## config.mk

```make
export PLATFORM = sky130hd
export DESIGN_NAME = fetch_queue
export DESIGN_NICKNAME = d
export VERILOG_FILES = /design/src/rtl/fetch_pkg.sv /design/src/rtl/fetch_fifo_mem.sv /design/src/rtl/fetch_queue.sv
export SDC_FILE = /design/constraint.sdc
export NUM_CORES = 1
export LEC_CHECK = 0
export ABC_AREA = 1
export CELL_PAD_IN_SITES_DETAIL_PLACEMENT = 2
export CELL_PAD_IN_SITES_GLOBAL_PLACEMENT = 2
export CORE_UTILIZATION = 25
export DETAILED_ROUTE_END_ITERATION = 8
export PLACE_DENSITY_LB_ADDON = 0.1
export SYNTH_ARGS = -nofsm -noshare
export SYNTH_HDL_FRONTEND = slang
export SYNTH_HIERARCHICAL = 1
export SYNTH_SLANG_ARGS = --single-unit
```

## constraint.sdc

```tcl
create_clock -name clk -period 10.95 [get_ports clk]
set_input_delay 2.19 -clock clk [delete_from_list [all_inputs] [get_ports clk]]
set_output_delay 2.19 -clock clk [all_outputs]
set_load 0.02 [all_outputs]
```

## src/rtl/fetch_pkg.sv

```systemverilog
// fetch_pkg
//   Shared definitions for the instruction-fetch front end.
//   - PC_STEP        : byte distance between consecutive instruction words
//   - pc_align()     : clears the two low address bits (word alignment)
//   - fetch_entry_t  : queue record {pc, pc_next, inst} at the default widths
//   Modules with non-default widths build the same record shape locally from
//   their own parameters.
package fetch_pkg;

  localparam int PC_STEP        = 4;
  localparam int MAX_ADDR_WIDTH = 64;
  localparam int DEF_ADDR_WIDTH = 32;
  localparam int DEF_INST_WIDTH = 32;

  typedef struct packed {
    logic [DEF_ADDR_WIDTH-1:0] pc;
    logic [DEF_ADDR_WIDTH-1:0] pc_next;
    logic [DEF_INST_WIDTH-1:0] inst;
  } fetch_entry_t;

  // Works on the widest supported address; callers zero-extend in and
  // truncate back out, so one function serves every ADDR_WIDTH.
  function automatic logic [MAX_ADDR_WIDTH-1:0] pc_align(input logic [MAX_ADDR_WIDTH-1:0] addr);
    return {addr[MAX_ADDR_WIDTH-1:2], 2'b00};
  endfunction

endpackage

```

## src/rtl/fetch_fifo_mem.sv

```systemverilog
// fetch_fifo_mem
//   DEPTH x WIDTH register array backing the prefetch queue.
//   Ports:
//     clk   - rising-edge clock
//     we    - write enable
//     waddr - write address (queue write pointer)
//     wdata - entry to store
//     raddr - read address (queue read pointer)
//     rdata - entry at raddr, combinational read
//   Contents are never reset or cleared; validity is tracked by the owner.
module fetch_fifo_mem #(
  parameter int DEPTH = 4,
  parameter int WIDTH = 96,
  localparam int PTR_W = $clog2(DEPTH)
) (
  input  logic             clk,
  input  logic             we,
  input  logic [PTR_W-1:0] waddr,
  input  logic [WIDTH-1:0] wdata,
  input  logic [PTR_W-1:0] raddr,
  output logic [WIDTH-1:0] rdata
);

  logic [WIDTH-1:0] mem [DEPTH];

  // Plain storage: one write per cycle, no reset, because the queue
  // pointers and count alone decide which entries are live.
  always_ff @(posedge clk) begin
    if (we) begin
      mem[waddr] <= wdata;
    end
  end

  // Asynchronous read so the head entry is visible to ID the cycle after
  // it was written, with no extra register stage.
  assign rdata = mem[raddr];

endmodule

```

## src/rtl/fetch_queue.sv

```systemverilog
// fetch_queue
//   PC generator plus DEPTH-entry prefetch queue between instruction memory
//   and the ID pipeline register.
//   Ports:
//     clk, rst                 - clock, asynchronous active-high reset
//     inst_ren / inst_addr     - fetch request and address (current PC)
//     inst_ack / inst_data     - memory accept and same-cycle data
//     redirect_en/redirect_pc  - branch/jump: flush queue, load new PC
//     id_valid / id_ready      - head-of-queue handshake with ID
//     id_inst/id_pc/id_pc_next - head entry contents
//     count                    - current occupancy
module fetch_queue import fetch_pkg::*; #(
  parameter int ADDR_WIDTH = 32,
  parameter int INST_WIDTH = 32,
  parameter int DEPTH      = 4,
  parameter logic [ADDR_WIDTH-1:0] RESET_PC = '0,
  localparam int PTR_W = $clog2(DEPTH),
  localparam int CNT_W = $clog2(DEPTH + 1)
) (
  input  logic                  clk,
  input  logic                  rst,
  output logic                  inst_ren,
  output logic [ADDR_WIDTH-1:0] inst_addr,
  input  logic                  inst_ack,
  input  logic [INST_WIDTH-1:0] inst_data,
  input  logic                  redirect_en,
  input  logic [ADDR_WIDTH-1:0] redirect_pc,
  output logic                  id_valid,
  input  logic                  id_ready,
  output logic [INST_WIDTH-1:0] id_inst,
  output logic [ADDR_WIDTH-1:0] id_pc,
  output logic [ADDR_WIDTH-1:0] id_pc_next,
  output logic [CNT_W-1:0]      count
);

  typedef struct packed {
    logic [ADDR_WIDTH-1:0] pc;
    logic [ADDR_WIDTH-1:0] pc_next;
    logic [INST_WIDTH-1:0] inst;
  } entry_t;

  localparam int ENTRY_W = $bits(entry_t);

  logic [ADDR_WIDTH-1:0] pc;
  logic [ADDR_WIDTH-1:0] pc_plus;
  logic [ADDR_WIDTH-1:0] redirect_aligned;
  logic [PTR_W-1:0]      wr_ptr;
  logic [PTR_W-1:0]      rd_ptr;
  logic                  push;
  logic                  pop;
  entry_t                wr_entry;
  entry_t                rd_entry;

  // PC arithmetic wraps naturally at 2^ADDR_WIDTH.
  assign pc_plus          = pc + ADDR_WIDTH'(PC_STEP);
  assign redirect_aligned = ADDR_WIDTH'(pc_align(MAX_ADDR_WIDTH'(redirect_pc)));

  // A redirect suppresses both handshakes in its own cycle. A full queue
  // still requests when ID is popping, so a full queue streams at one word
  // per cycle.
  assign id_valid  = (count != '0) && !redirect_en;
  assign pop       = id_valid && id_ready;
  assign inst_ren  = !redirect_en && ((count < CNT_W'(DEPTH)) || pop);
  assign push      = inst_ren && inst_ack;
  assign inst_addr = pc;

  assign wr_entry = '{pc: pc, pc_next: pc_plus, inst: inst_data};

  fetch_fifo_mem #(
    .DEPTH (DEPTH),
    .WIDTH (ENTRY_W)
  ) u_mem (
    .clk   (clk),
    .we    (push),
    .waddr (wr_ptr),
    .wdata (wr_entry),
    .raddr (rd_ptr),
    .rdata (rd_entry)
  );

  assign id_inst    = rd_entry.inst;
  assign id_pc      = rd_entry.pc;
  assign id_pc_next = rd_entry.pc_next;

  // Pointer, occupancy and PC state. Redirect wins over everything else and
  // restarts the queue from slot 0 at the aligned target. Otherwise pushes
  // advance the write pointer and the PC, pops advance the read pointer, and
  // count only moves when exactly one of the two happens.
  always_ff @(posedge clk or posedge rst) begin
    if (rst) begin
      pc     <= RESET_PC;
      wr_ptr <= '0;
      rd_ptr <= '0;
      count  <= '0;
    end else if (redirect_en) begin
      pc     <= redirect_aligned;
      wr_ptr <= '0;
      rd_ptr <= '0;
      count  <= '0;
    end else begin
      if (push) begin
        wr_ptr <= wr_ptr + PTR_W'(1);
        pc     <= pc_plus;
      end
      if (pop) begin
        rd_ptr <= rd_ptr + PTR_W'(1);
      end
      if (push && !pop) begin
        count <= count + CNT_W'(1);
      end else if (pop && !push) begin
        count <= count - CNT_W'(1);
      end
    end
  end

endmodule
```

==> impl_metrics.toml, run 1 <==
[run_status]
status = "finished clean"

[finish]
layout_common_cells = "nand2_1, inv_1, edfxtp_1"
synthToLayoutAreaGrowth_pct = 25.36
drive_above_1_share_pct = 6.537
nets = 2232
mostFrequentLayoutCell = "nand2_1"
n_fill_cell = 8193

[worst_setup_path]
worstPathArrival_ns = 4.17
crit_path_cell_trace = "inv_6 -> buf_4 -> nand2_1 -> nand3_1 -> nand2_1 -> clkdlybuf4s50_1"
cpMostUsedCell = "nand2_1"
critPathSlowestCell = "buf_4"
criticalPathCategory = "reg2out"
endpoint_kind = "primary output"
path_buf_inv = 3
cp_max_fo = 106
reg2reg_from = "count[2]"
startpoint = "rd_ptr[0]"
rr_worst_depth = 7
cpPeakStageDelay_ns = 0.97
start_kind = "flip-flop"
cp_top_family = "buffers and inverters"
cp.required_ns = 8.76
cp.depth = 6
reg2reg_slack_ns = 7.70
endpoint = "id_pc_next[28]"
rr_endpoint = "u_mem/mem[0][28]"

[sta]
rsz0062_at_grt = "false"
timing.hold.ws_ns = 0.5651
period_minus_slack_ns = 6.359
worst_pin_slew_ns = 1.075
timing.final.crit_share_pct = 58.07
max_slew_margin_pct = 28.31
clock_skew_ns = 0.01543
slew_violations = 0
finalSetupViolCount = 0
fmax_mhz = 157.3
fin_tns_setup_ns = 0
hold_violations = 0

[logic_synthesis]
async_flop_share_pct = 8.789
synth_edf_count = 384
syn_area_per_cell_um2 = 9.715
synth-warning-count = 6
synth_area_leader_cell = "edfxtp_1"
synth_cell_types = 34
synth_area_leaders = "edfxtp_1, nand2_1, inv_1"
ys_seq_area_share_pct = 65.82
synthCells = 1948
synthFlopType = "edfxtp_1"
syn_area_um2 = 18920
synth-seq-cells = 421
yosysTopAreaCellShare_pct = 60.93

[global_routing]
antenna_found_initial = 4
grt_max_degree = 107
grt_pass1_wl_um = 94250
grt_pass1_vias = 15360
overflow = 0
grt_usage_pct = 16.31

[power]
clkPwrFrac_pct = 37.4
p_int_w = 0.003276
p_sw_w = 0.001392
pwr-share-seq_pct = 41.7
p_leak_nw = 10.33
powerDensity_nw_per_um2 = 196.8
p_sw_share_pct = 29.83
irDropWorstVdd_uv = 84.42
p_comb_share_pct = 20.9

[floorplanning]
initial_utilization_pct = 25.34
dieArea_um2 = 76800
die_w_um = 277.1
coreArea_um2 = 74700
num_rows = 100
die_h_um = 277.1
num_io_pins = 202

[cts]
htreeDepth = 2
cts_resized = 0
cts_inserted_buffers = 52
cts.sinks = 421
clkTransAtPathRegs_ns = 0.06
clk_latency_ns = 0.59
clock_path_buffers = 3
cts_tree = "built"
hold_buffers = 0
post_cts_buffers = 0
clock-root-buffer = "clkbuf_16"

[place]
dp_hpwl_um = 38010
place_congestion = 0.7161
portBuffers = 197

[routing]
drt_pass1_iterations = 4
drt_iter0_drc = 455
avgRoutedWirePerCell_um = 19.45
vias = 13720
drc = 0
wl_um = 61710
viasPerCell = 4.325
detail-route-antenna-nets = 0

[hold_path]
hold_class = "reg2reg"
hold_depth = 2

[job]
max-cap-violations = 0
==> synthesized netlist by cell type, types with 6 or more instances <==
library cell,count
o21ai_0,18
nand3_1,230
dfrtp_1,37
edfxtp_1,384
nand2_1,652
nand2_2,6
inv_2,8
inv_1,439
nor2_4,7
nor2_1,40
buf_2,54
and2_1,7
clkbuf_1,14
==> cells by family after synthesis <==
kind of cell    after synthesis  synth area share (%)
compound gates               29                0.8727
xor+xnor                     13                0.7603
fa+ha+maj                     2                0.1719
buf+inv                     521                 10.85
flops                       421                 65.82
other cells                   1               0.01982
simple gates                961                 21.50
==> metal layers <==
metal	global-route usage [%]	vias to the layer above	wire length, um
met3	2.953	81	2209
met1	20.10	6978	26920
li1	-	6465	-
met4	3.618	4	1080
met5	0	-	15
met2	29.42	195	31490
==> power by group through the flow <==
stage               combinational [W]  clock (W)  sequential, W
detailed placement            0.00101          0        0.00199
CTS                           0.00102    0.00182        0.00195
finish                       0.000974    0.00175        0.00195
floorplan                    0.000530          0        0.00196
global route                  0.00108    0.00187        0.00196
global placement             0.000990          0        0.00198
==> worst min-delay path: stages, from the launching register on <==
cell,delay (ns)
dfrtp_1,0.37
nand3_1,0.08
nand2_1,0.08
==> sequential cells by signal, summed over array words and instances (netlist names) <==
signal     cells
count          3
inst_addr     30
rd_ptr         2
u_mem/mem    384
wr_ptr         2
==> area by class of cell <==
type / count / area (um^2) / share of cell area [%]
flip-flops and latches: 421 / 12460 / 52.54
clock inverters: 22 / 242.7 / 1.023
multi-input cells: 1023 / 4498 / 18.96
diodes: 1 / 2.502 / 0.01055
clock buffers: 74 / 1505 / 6.345
repair buffers: 216 / 2110 / 8.892
well taps: 969 / 1212 / 5.111
inverters: 447 / 1688 / 7.115
==> worst min path at each step <==
stage / start / endpoint / slack, ns
floorplan: wr_ptr[1] / wr_ptr[1] / 0.56
global placement: count[2] / count[2] / 0.55
detailed placement: count[2] / count[2] / 0.56
CTS: count[2] / count[2] / 0.58
global route: count[2] / count[2] / 0.61
finish: count[2] / count[2] / 0.57
==> through the flow <==
| step | total power (W) | setup WS, ns | utilization (%) | std cells | instance area [um^2] |
|---|---|---|---|---|---|
| 2_1_floorplan | 0.002492 | 0.8810 | - | 1965 | 18990 |
| 3_3_place_gp | 0.002972 | 5.009 | 29.42 | 3076 | 21970 |
| 3_5_place_dp | 0.002997 | 5.012 | 29.42 | 3076 | 21970 |
| 4_1_cts | 0.004787 | 4.342 | 31.76 | 3172 | 23720 |
| 5_1_grt | 0.004910 | 4.224 | 31.76 | 3172 | 23720 |
| 6_report | 0.004668 | 4.591 | 31.76 | 3173 | 23720 |
(Power assumes the default switching activity.)
==> run 2: changes to the inputs <==
==> constraint.sdc (replaced) <==
create_clock -name clk -period 6.3 [get_ports clk]
set_input_delay 1.26 -clock clk [delete_from_list [all_inputs] [get_ports clk]]
set_output_delay 1.26 -clock clk [all_outputs]
set_load 0.02 [all_outputs]
==> run 2 against run 1 <==
Non-clock buffer count grew 5. Clock power grew 63%. First-iteration DRC count shrank 3.7%. Cell count grew 0.13%. Combinational power grew 77%. Largest cell class unchanged. Largest power group unchanged.
==> impl_metrics.toml, run 2 (synthesis gave the netlist of run 1 again) <==
[run_status]
status = "finished clean"

[floorplanning]
dieArea_um2 = 76800
num_io_pins = 202
num_rows = 100
initial_utilization_pct = 25.34
coreArea_um2 = 74700
die_h_um = 277.1
die_w_um = 277.1

[worst_setup_path]
cp.depth = 6
worstPathArrival_ns = 3.63
critPathSlowestCell = "inv_6"
reg2reg_from = "count[2]"
endpoint = "id_pc[2]"
cp_top_family = "buffers and inverters"
crit_path_cell_trace = "inv_6 -> buf_4 -> nand2_1 -> nand3_1 -> nand2_1 -> clkdlybuf4s50_1"
path_buf_inv = 3
rr_worst_depth = 6
start_kind = "flip-flop"
criticalPathCategory = "reg2out"
cp.required_ns = 5.04
reg2reg_slack_ns = 3.65
rr_endpoint = "u_mem/mem[3][79]"
cpMostUsedCell = "nand2_1"
cp_max_fo = 110
endpoint_kind = "primary output"
cpPeakStageDelay_ns = 0.84
startpoint = "rd_ptr[0]"

[global_routing]
grt_pass1_wl_um = 93160
overflow = 0
grt_usage_pct = 16.23
antenna_found_initial = 2
grt_pass1_vias = 15040
grt_max_degree = 111

[sta]
finalSetupViolCount = 0
worst_pin_slew_ns = 1.056
hold_violations = 0
fmax_mhz = 204.5
max_slew_margin_pct = 29.62
rsz0062_at_grt = "false"
fin_tns_setup_ns = 0
timing.final.crit_share_pct = 77.62
period_minus_slack_ns = 4.890
slew_violations = 0
clock_skew_ns = 0.01789

[routing]
wl_um = 61730
avgRoutedWirePerCell_um = 19.43
detail-route-antenna-nets = 0
vias = 13600
drt_pass1_iterations = 6
drc = 0
viasPerCell = 4.282
drt_iter0_drc = 438

[place]
place_congestion = 0.7318
dp.cells = 3081
dp_hpwl_um = 38170
portBuffers = 197
placed_cell_area_um2 = 22060

[finish]
drive_above_1_share_pct = 6.210
largest_reg_flops = 384
finalNonFillerCells = 3177
final_area_um2 = 23670
mostFrequentLayoutCell = "nand2_1"
fin_util_pct = 31.69
nets = 2237
layout_common_cells = "nand2_1, inv_1, edfxtp_1"
top_register = "u_mem/mem"
synthToLayoutAreaGrowth_pct = 25.08

[job]
max-cap-violations = 0

[cts]
clk_latency_ns = 0.58
clock-root-buffer = "clkbuf_16"
hold_buffers = 0
cts_resized = 0
cts_tree = "built"
htreeDepth = 2
cts.sinks = 421
clock_path_buffers = 3
post_cts_buffers = 0
clkTransAtPathRegs_ns = 0.06
cts_inserted_buffers = 52

[power]
p_leak_nw = 10.29
irDropWorstVdd_uv = 152.4
powerDensity_nw_per_um2 = 335.6
total_power_w = 0.007944

[hold_path]
hold_class = "reg2reg"
hold_depth = 2
## run 2: cell count changes in the layout (fill, tap and decap cells not counted), moves of 2 or more
cell,change
inv_6,-2
buf_12,+4
clkinv_1,+11
clkbuf_8,-10
## run 2: tightest hold or removal path, cell delays in order, from the launching register on
cell,delay [ns]
dfrtp_1,0.38
nand3_1,0.09
nand2_1,0.07
## run 2: worst min path at each step
stage,startpoint,to,slack [ns]
after floorplan,wr_ptr[1],wr_ptr[1],0.56
after global placement,count[2],count[2],0.55
after detailed placement,count[2],count[2],0.54
after CTS,count[2],count[2],0.57
after global routing,count[2],count[2],0.59
final,count[2],count[2],0.57
## run 2: layer usage
layer / vias to the layer above / wire (um) / global-route usage [%]
li1: 6469 / - / -
met1: 6878 / 26960 / 19.82
met2: 192 / 31240 / 29.18
met3: 60 / 2348 / 3.147
met4: 4 / 1162 / 3.889
met5: - / 23 / 0
## run 2: per-stage QoR
stage | hold WS [ns] | setup WS (ns)
after floorplan | 0.5599 | -2.839
after global placement | 0.5470 | 1.935
after detailed placement | 0.5434 | 1.925
after CTS | 0.5712 | 1.288
after global routing | 0.5928 | 1.147
final | 0.5673 | 1.410
## run 2: area by class of cell
class | count | area, um^2
Timing Repair Buffer | 221 | 2197
Antenna cell | 2 | 5.005
Sequential cell | 421 | 12460
Multi-Input combinational cell | 1023 | 4498
Fill cell | 8131 | 51030
Clock inverter | 31 | 241.5
Inverter | 447 | 1688
Tap cell | 969 | 1212
Clock buffer | 63 | 1364
## run 2: power breakdown
| group | internal, W | switching, W |
|---|---|---|
| clock | 0.00169 | 0.00116 |
| combinational | 0.000614 | 0.00111 |
| sequential | 0.00323 | 0.000142 |
==> run 3: changes to the inputs <==
==> constraint.sdc (replaced) <==
create_clock -name clk -period 4.9 [get_ports clk]
set_input_delay 0.98 -clock clk [delete_from_list [all_inputs] [get_ports clk]]
set_output_delay 0.98 -clock clk [all_outputs]
set_load 0.02 [all_outputs]
==> run 3 against run 2 <==
Register-to-register slack worse by 1.2 ns. Hold slack worse by 0.012 ns. Critical path depth unchanged. Global-route usage about the same. Clock power up 25%. Non-clock buffer count down 2. Clock-buffer cell count up 7. Power up 28%. Cell area about the same. Critical path type unchanged. Critical endpoint is now id_inst[24]. Largest power group unchanged.
==> impl_metrics.toml, run 3 (synthesis gave the netlist of run 1 again) <==
[routing]
viasPerCell = 4.307
drc = 0
drt_iter0_drc = 481
vias = 13670
avgRoutedWirePerCell_um = 19.55
drt_pass1_iterations = 4
wl_um = 62060
detail-route-antenna-nets = 0

[worst_setup_path]
criticalPathCategory = "reg2out"
endpoint_kind = "primary output"
cpPeakStageDelay_ns = 0.55
cpMostUsedCell = "nand2_1"
worstPathArrival_ns = 2.97
critPathSlowestCell = "clkdlybuf4s50_1"
start_kind = "flip-flop"
reg2reg_from = "count[2]"
cp_max_fo = 72
cp.required_ns = 3.92
rr_worst_depth = 6
rr_endpoint = "u_mem/mem[3][6]"
reg2reg_slack_ns = 2.46
crit_path_cell_trace = "inv_6 -> buf_4 -> nand2_1 -> nand3_1 -> nand2_1 -> clkdlybuf4s50_1"

[cts]
htreeDepth = 2
hold_buffers = 0
cts.sinks = 421
cts_resized = 0
clock_path_buffers = 3
clock-root-buffer = "clkbuf_16"
cts_tree = "built"
clkTransAtPathRegs_ns = 0.06
post_cts_buffers = 0
clk_latency_ns = 0.59
cts_inserted_buffers = 51

[floorplanning]
die_w_um = 277.1
die_h_um = 277.1
initial_utilization_pct = 25.34
num_io_pins = 202
num_rows = 100
dieArea_um2 = 76800
coreArea_um2 = 74700

[sta]
layout_setup_ws_ns = 0.9499
slew_violations = 0
max_slew_margin_pct = 44.05
worst_pin_slew_ns = 0.8393
period_minus_slack_ns = 3.950
rsz0062_at_grt = "false"
hold_violations = 0
finalSetupViolCount = 0
timing.final.crit_share_pct = 80.61
fmax_mhz = 253.2
clock_skew_ns = 0.01175

[finish]
layout_common_cells = "nand2_1, inv_1, edfxtp_1"
mostFrequentLayoutCell = "nand2_1"
top_register = "u_mem/mem"
final_area_um2 = 23690
synthToLayoutAreaGrowth_pct = 25.16
n_fill_cell = 8171
nets = 2234
largest_reg_flops = 384
drive_above_1_share_pct = 5.944
fin_util_pct = 31.71
finalNonFillerCells = 3174

[hold_path]
min_to = "count[2]"
hold_class = "reg2reg"
hp-start = "count[2]"
hold_depth = 2

[power]
irDropWorstVdd_uv = 266.4
powerDensity_nw_per_um2 = 428.0
total_power_w = 0.01014
p_leak_nw = 10.28

[global_routing]
grt_pass1_wl_um = 93160
grt_max_degree = 140
grt_pass1_vias = 15150
grt_usage_pct = 16.20
overflow = 0
antenna_found_initial = 5

[place]
portBuffers = 197
place_congestion = 0.7300
placed_cell_area_um2 = 22130
place_ws_ns = 1.421
dp_hpwl_um = 38210
dp.cells = 3079

[run_status]
status = "finished clean"

[job]
max-cap-violations = 0
==> run 3: cell types whose count changed in the layout (fill, tap and decap cells not counted), moves of 4 or more <==
cell,previous run,this run
buf_12,4,9
buf_4,20,13
clkbuf_1,10,17
nor3_4,0,4
nor3_2,4,0
==> run 3: layout make-up <==
class                      instances  area, um^2  area share (%)
antenna                            1       2.502         0.01057
clock buffer                      70        1390           5.869
clock inverter                    24       162.7          0.6867
inverter                         447        1685           7.116
multi-input combinational       1023        4523           19.10
sequential                       421       12460           52.63
tap                              969        1212           5.119
timing repair buffer             219        2245           9.477
==> run 3: worst max path at each step <==
stage          cells after the start          endpoint  slack, ns         from
2_1_floorplan                      6   u_mem/mem[0][0]      -1.03  redirect_en
3_3_place_gp                       6   u_mem/mem[3][6]       1.47     id_ready
3_5_place_dp                       6  u_mem/mem[3][82]       1.42     id_ready
4_1_cts                            6       id_inst[24]       0.80    rd_ptr[0]
5_1_grt                            6       id_inst[24]       0.73    rd_ptr[0]
6_report                           6       id_inst[24]       0.95    rd_ptr[0]
==> run 3: routing by layer <==
metal  track usage [%]  routed length, um
met1             19.95              27120
met2             29.03              31270
met3             2.885               2371
met4             4.088               1258
met5                 0                 41
==> run 3: report_power, final <==
| part | total, W | internal, W | switching (W) |
|---|---|---|---|
| registers | 0.00432 | 0.00415 | 0.000165 |
| clock network | 0.00357 | 0.00208 | 0.00150 |
| logic | 0.00225 | 0.000800 | 0.00145 |
| total | 0.0101 | 0.00703 | 0.00311 |
==> run 3: critical path: cells and delay by family, from the launching register on <==
family | cells | cell delay [ns]
buf+inv | 3 | 1.53
simple gates | 3 | 0.28
flops | 1 | 0.51
==> run 3: per-stage QoR <==
step	setup TNS (ns)	hold WS (ns)
3_3_place_gp	0	0.5542
5_1_grt	0	0.5853
2_1_floorplan	-396.83	0.5645
3_5_place_dp	0	0.5350
4_1_cts	0	0.5604
6_report	0	0.5557
